==> src/rtl/serial_sub_pkg.sv <==
// Shared definitions for the bit-serial subtractor controller.
// The state encoding is reused by the bench to follow the controller.
package serial_sub_pkg;

  typedef enum logic [1:0] {
    IDLE = 2'd0,
    RUN  = 2'd1,
    DONE = 2'd2
  } state_e;

endpackage

==> src/rtl/hierarchy_full_subtractor.sv <==
// One-bit full subtractor cell: difference = a - b - c, with borrow-out.
module hierarchy_full_subtractor (
  input  logic a,
  input  logic b,
  input  logic c,
  output logic difference,
  output logic borrow
);

  assign difference = a ^ b ^ c;
  // Borrow when b alone exceeds a, or when a==b and a borrow is pending.
  assign borrow     = (~a & b) | (~(a ^ b) & c);

endmodule

==> src/rtl/serial_subtractor_ctrl.sv <==
// Bit-serial subtractor: one bit per clock, LSB first, through a single
// full-subtractor cell. Result and final borrow are registered.
module serial_subtractor_ctrl
  import serial_sub_pkg::*;
#(
  parameter int WIDTH = 8
) (
  input  logic             clk,
  input  logic             rst,
  input  logic             start,
  input  logic [WIDTH-1:0] a,
  input  logic [WIDTH-1:0] b,
  output logic             busy,
  output logic             done,
  output logic [WIDTH-1:0] difference,
  output logic             borrow,
  output logic [1:0]       state_dbg
);

  localparam int CW = $clog2(WIDTH) + 1;

  state_e           state_q, state_d;
  logic [WIDTH-1:0] a_q, a_d;
  logic [WIDTH-1:0] b_q, b_d;
  logic [WIDTH-1:0] res_q, res_d;
  logic             brw_q, brw_d;
  logic [CW-1:0]    cnt_q, cnt_d;
  logic             busy_q, busy_d;
  logic             done_q, done_d;
  logic             fs_diff;
  logic             fs_brw;

  hierarchy_full_subtractor u_cell (
    .a          (a_q[0]),
    .b          (b_q[0]),
    .c          (brw_q),
    .difference (fs_diff),
    .borrow     (fs_brw)
  );

  always_comb begin
    state_d = state_q;
    a_d     = a_q;
    b_d     = b_q;
    res_d   = res_q;
    brw_d   = brw_q;
    cnt_d   = cnt_q;
    case (state_q)
      IDLE: begin
        if (start) begin
          a_d     = a;
          b_d     = b;
          brw_d   = 1'b0;
          cnt_d   = '0;
          state_d = RUN;
        end
      end
      RUN: begin
        // Difference bits enter at the MSB so bit 0 lands at the LSB last.
        res_d = {fs_diff, res_q[WIDTH-1:1]};
        brw_d = fs_brw;
        a_d   = a_q >> 1;
        b_d   = b_q >> 1;
        cnt_d = cnt_q + 1'b1;
        if (cnt_q == CW'(WIDTH - 1)) begin
          state_d = DONE;
        end
      end
      DONE:    state_d = IDLE;
      default: state_d = IDLE;
    endcase
    busy_d = (state_d == RUN);
    done_d = (state_d == DONE);
  end

  always_ff @(posedge clk) begin
    if (rst) begin
      state_q <= IDLE;
      a_q     <= '0;
      b_q     <= '0;
      res_q   <= '0;
      brw_q   <= 1'b0;
      cnt_q   <= '0;
      busy_q  <= 1'b0;
      done_q  <= 1'b0;
    end else begin
      state_q <= state_d;
      a_q     <= a_d;
      b_q     <= b_d;
      res_q   <= res_d;
      brw_q   <= brw_d;
      cnt_q   <= cnt_d;
      busy_q  <= busy_d;
      done_q  <= done_d;
    end
  end

  assign busy       = busy_q;
  assign done       = done_q;
  assign difference = res_q;
  assign borrow     = brw_q;
  assign state_dbg  = state_q;

endmodule

==> config.mk <==
export PLATFORM = sky130hd
export DESIGN_NAME = serial_subtractor_ctrl
export DESIGN_NICKNAME = d
export VERILOG_FILES = /design/src/rtl/serial_sub_pkg.sv /design/src/rtl/hierarchy_full_subtractor.sv /design/src/rtl/serial_subtractor_ctrl.sv
export SDC_FILE = /design/constraint.sdc
export NUM_CORES = 1
export LEC_CHECK = 0
export ABC_AREA = 1
export CELL_PAD_IN_SITES_DETAIL_PLACEMENT = 1
export CELL_PAD_IN_SITES_GLOBAL_PLACEMENT = 1
export CORE_MARGIN = 3
export CORE_UTILIZATION = 34
export CTS_CLUSTER_SIZE = 40
export DETAILED_ROUTE_END_ITERATION = 6
export PLACE_DENSITY_LB_ADDON = 0.1
export SYNTH_ARGS = -nofsm -noshare
export SYNTH_HDL_FRONTEND = slang
export SYNTH_SLANG_ARGS = --single-unit
==> constraint.sdc <==
create_clock -name clk -period 1.2 [get_ports clk]
set_input_delay 0.3 -clock clk [delete_from_list [all_inputs] [get_ports clk]]
set_output_delay 0.3 -clock clk [all_outputs]
set_load 0.03 [all_outputs]
Word level (Yosys, flattened, before mapping)

Cells that the tools add are included.

Multiplexer cells: 11
Equality and inequality tests: 5
Bitwise operators: 7
Reductions and logical operators: 3
$add $sub $neg: 1

Operator list:

| cell                | number |
|---|---|
| $pmux 8 s2          | 2 |
| $mux 8              | 2 |
| $pmux 4 s2          | 1 |
| $add 4x1->4 const B | 1 |
| $eq 2x1->1 const B  | 2 |
| $eq 4x3->1 const B  | 1 |
| $mux 2              | 2 |
| $mux 4              | 1 |
| $pmux 2 s2          | 1 |
| $and 1x1->1         | 2 |
| $eq 2x2->1 const B  | 1 |
| $logic_not 2->1     | 1 |
| $ne 2x2->1 const B  | 1 |
| $not 1->1           | 2 |
| $pmux 1 s2          | 1 |
| $reduce_and 2->1    | 1 |
| $reduce_bool 2->1   | 1 |
| $xor 1x1->1         | 2 |
| $mux 1              | 1 |
| $or 1x1->1          | 1 |

Word-level logic and storage cells: 35
Output and inout bits: 13
Register bits: 33
Bits of input ports: 19

Depth between registers and ports, before layout

Depth after elaboration: 5
Gate-level depth with buffers: 7
Gate-level depth less buffers: 6

By module

From an unflattened synthesis, not the netlist that was laid out.

Cell total of the unflattened synthesis: 210
Area total of the unflattened synthesis: 1445.1 um^2

Modules (own cells, without submodules):

| module                    | area each (um^2) | cells an instance | seq. area each (um^2) | instances |
|---|---|---|---|---|
| serial_subtractor_ctrl    | 1413.9           | 206               | 660.6                 | 1 |
| hierarchy_full_subtractor | 31.3             | 4                 | 0.0                   | 1 |

Worst setup path before layout

No wires, ideal clock.

Kind: register -> register
Start point: register brw_q (netlist: borrow)
End point: register res_q[7] (netlist: difference[7])
Slack: -0.178 ns
Arrival: 1.262 ns
Stages on the path, launching flop included: 5
Path buffers: 0
Required time: 1.084 ns
Setup time: 0.116 ns
Period minus slack after synthesis: 1.378 ns
Path through: dfxtp_1 > inv_1 > fa_1 > o21ai_0 > nor2_1

Cells in the longest elaborated chain, start to end: 1

RTL lines:

| item                   | line                            | RTL |
|---|---|---|
| start, declared        | serial_subtractor_ctrl.sv:26    | `logic brw_q, brw_d;` |
| start signal, assigned | serial_subtractor_ctrl.sv:91    | `brw_q <= brw_d;` |
| $xor 1x1->1            | hierarchy_full_subtractor.sv:10 | `assign difference = a ^ b ^ c;` |
| named net fs_diff      | serial_subtractor_ctrl.sv:30    | `logic fs_diff;` |
| end signal, assigned   | serial_subtractor_ctrl.sv:90    | `res_q <= res_d;` |
| end, declared          | serial_subtractor_ctrl.sv:25    | `logic [WIDTH-1:0] res_q, res_d;` |

The timed path passes the listed nets, and every way through them passes these cells.
A chain may end at the register's enable or synchronous reset.

Worst setup path in the final report

Start point: input port start
End point: register b_q[2]

Cells in the longest elaborated chain, start to end: 2

RTL lines:

| item                              | line                         | RTL |
|---|---|---|
| start, declared                   | serial_subtractor_ctrl.sv:10 | `input logic start,` |
| $ne 2x2->1 (no source line)       | n/a                          |  |
| $reduce_and 2->1 (no source line) | n/a                          |  |
| end signal, assigned              | serial_subtractor_ctrl.sv:80 | `b_q <= '0;` |
| end signal, assigned              | serial_subtractor_ctrl.sv:89 | `b_q <= b_d;` |
| end, declared                     | serial_subtractor_ctrl.sv:24 | `logic [WIDTH-1:0] b_q, b_d;` |

Every way passes these cells.

==> reports/metrics.cfg <==
[logic_synthesis]
synth-edff-count = 0
synthXorXnorAreaFrac_pct = 0
synth_cell_types = 17
synth_top_area_share_pct = 45.9
synth_seq_cells = 33
synth_top_family_by_area = simple AND/OR/NAND/NOR gates
synth_top_area_cell = dfxtp_1
synthMuxAreaShare_pct = 0
yosysMostFrequentCell = nor2_1
syn-cell-area_mm2 = 0.00144
synth_ff_type = dfxtp_1
synth-compound-area-share_pct = 6.34
syn_nets = 231
synth.yosys.seq_area_share_pct = 45.9
syn-instance-count = 210
synthAdderAreaFrac_pct = 2.26
synthTopCellsByArea = dfxtp_1 46%, nor2_1 14%, nand2_1 11%, nand3_1 9.0%, inv_1 5.5%
syn_avg_cell_area_um2 = 6.86
synth_warnings = 0
synth_common_cells = 55 x nor2_1, 41 x nand2_1, 33 x dfxtp_1
yosys.area_share.simple_pct = 36.1
async_flop_share_pct = 0

[cts]
cts_sinks = 33
cts_tree = done
clkTransAtPathRegs_ps = 70
cts_inserted_buffers = 5
cts_max_level = 2
cts-root-buf = clkbuf_8
clk_latency_ps = 280
postCtsSetupBuffers = 0
cts_buffer_depth = 2
cts_hold_buf = 0

[power]
switching_power_w = 0.000683
leakage_nw = 0.853
intPower_w = 0.00182
vdd_drop_max_mv = 0.584
pwr-share-seq_pct = 48.2
netSwitchingFraction_pct = 27.3
power_frac_clock_pct = 33.1
power_density_mw_per_mm2 = 1310
p_comb_share_pct = 18.7

[route]
wl_per_cell_um = 12.7
drc = 0
ant_nets = 0
dr.pass1.iters = 3
wl_um = 3780
drtIter0Drc = 19
vias_per_cell = 4.73
vias = 1405

[critical_path]
rrSetupSlack_ps = 60
slowest_stage = clkdlybuf4s50_1
cp_max_fo = 6
crit_type = input port to register
cp.arrival_ps = 1340
cp_common_cell = nand3_1
cp.required_ps = 1380
critPathTopFamily = buffers and inverters
cp_num_buf_inv = 3
path_cells = clkdlybuf4s50_1 -> nand2_2 -> buf_4 -> nand3_1 -> nand3_1 -> nand2_1 -> inv_1
start_kind = input port
cp-end-kind = register
slowest_delay_ps = 520

[grt]
grt_pass1_wl_um = 6520
track_usage_pct = 16.2
grt_antenna_before_repair = 0
grt_max_degree = 17
grt_overflow = 0
grt_pass1_vias = 1510

[floorplanning]
die_h_um = 71.1
die_area_mm2 = 0.00505
core-area_mm2 = 0.00406
fp.dieW_um = 71.1
pin_count = 32
initial_utilization_pct = 35.5
rows = 23

[sta]
drv_slew = 0
rsz0062_at_grt = true
fin_skew_ps = 5.01
hold_violations = 0
fmaxAchievable_ghz = 0.863
tns_ps = 0
period_share_pct = 96.6
worst_slack_ps = 40.7
maxSlewHeadroom_pct = 87.9
setup_viol = 0
max_slew.worst_pin.slew_ps = 180
period_minus_slack_ps = 1160

[placed_design]
port_buffers = 31
dp_hpwl_um = 2790
pre_cts_slack_ps = -328
placed_area_mm2 = 0.00182
gp_congestion = 0.755
post-place-cells = 290

[flow_run]
drv_cap = 0

[cells_and_area]
nFillCells = 516
finalNonFillerCells = 297
area_delta_synth_final_pct = 33.3
drive_gt1_share_pct = 14.6
fin_nets = 268
antenna_cells = 0
postLayoutCellArea_mm2 = 0.00192

[min_path]
hold_path_class = register to register

[run_status]
outcome = finished, final reports clean

metal layers:
metal	part of all wire [%]	vias up	wire (µm)	global-route usage [%]
li1	-	719	-	-
met1	44	653	1650	17.9
met2	51	24	1920	29.2
met3	3.6	9	137	5.68
met4	1.9	0	72	4.80
met5	0	-	0	0
sequential cells by signal, indices dropped and copies added, names as in the netlist:
name	cells
cnt_q	4
borrow	1
busy	1
a_q	8
difference	8
state_dbg	2
done	1
b_q	8
path summary, 6_finish.rpt:
kind                                   start  cells after the start  endpoint
worst max-delay path                   start                      7    b_q[2]
worst min register to register        b_q[7]                      2    b_q[7]
worst max register to register  state_dbg[1]                      7    b_q[2]
worst min-delay path                  b_q[7]                      2    b_q[7]
timing repair:
| item | in CTS | in global routing |
|---|---|---|
| resized for setup | 2 | 3 |
| setup endpoints to repair | 3 | 7 |
| pin swaps | 0 | 2 |
cell usage in the layout, fill, tap and decap left out:
master | Yosys | layout
a21oi_1 | 6 | 6
buf_12 | 0 | 2
buf_4 | 1 | 19
buf_6 | 1 | 1
clkbuf_1 | 2 | 1
clkbuf_8 | 0 | 6
clkdlybuf4s50_1 | 0 | 18
dfxtp_1 | 33 | 30
dfxtp_2 | 0 | 3
fa_1 | 1 | 1
ha_1 | 1 | 1
inv_1 | 21 | 21
nand2_1 | 41 | 41
nand2_2 | 3 | 2
nand2_4 | 0 | 1
nand3_1 | 26 | 26
nor2_1 | 55 | 55
nor2_4 | 1 | 1
o21ai_0 | 11 | 9
o21ai_1 | 0 | 1
o21ai_2 | 0 | 1
o22ai_1 | 1 | 1
through the flow:
step	utilization [%]	hold slack (ps)	power (W)
2_1_floorplan	-	443	0.00150
3_3_place_gp	44.9	461	0.00167
3_5_place_dp	44.9	483	0.00170
4_1_cts	47.1	494	0.00254
5_1_grt	47.3	516	0.00264
6_report	47.3	489	0.00251
power by group through the flow:
stage          logic [W]  clock network (W)  registers, W
6_report        0.000470           0.000829       0.00121
3_3_place_gp    0.000447                  0       0.00123
2_1_floorplan   0.000215                  0       0.00128
5_1_grt         0.000520           0.000908       0.00122
3_5_place_dp    0.000466                  0       0.00123
4_1_cts         0.000472           0.000862       0.00121
kinds of logic (layout without fill, tap and decap cells):
| group | Yosys count | count (layout) |
|---|---|---|
| flip-flops | 33 | 33 |
| AND/OR/NAND/NOR | 126 | 126 |
| buffers and inverters | 31 | 68 |
| AO/OA/AOI/OAI | 18 | 18 |
| adder cells (fa/ha/maj) | 2 | 2 |
tightest hold or removal path, cell delays in order, from the launching register on:
cell and delay, ps:
dfxtp_1 310, nand3_1 80, a21oi_1 60
cell type report:
| type | count | area [µm²] | share of cell area (%) |
|---|---|---|---|
| Tap cell | 50 | 62.6 | 3.26 |
| Inverter | 21 | 78.8 | 4.11 |
| Timing Repair Buffer | 40 | 374 | 19.5 |
| Clock buffer | 7 | 86.3 | 4.50 |
| Multi-Input combinational cell | 146 | 653 | 34.0 |
| Sequential cell | 33 | 664 | 34.6 |
No activity file was read; power rests on OpenSTA's default activity.
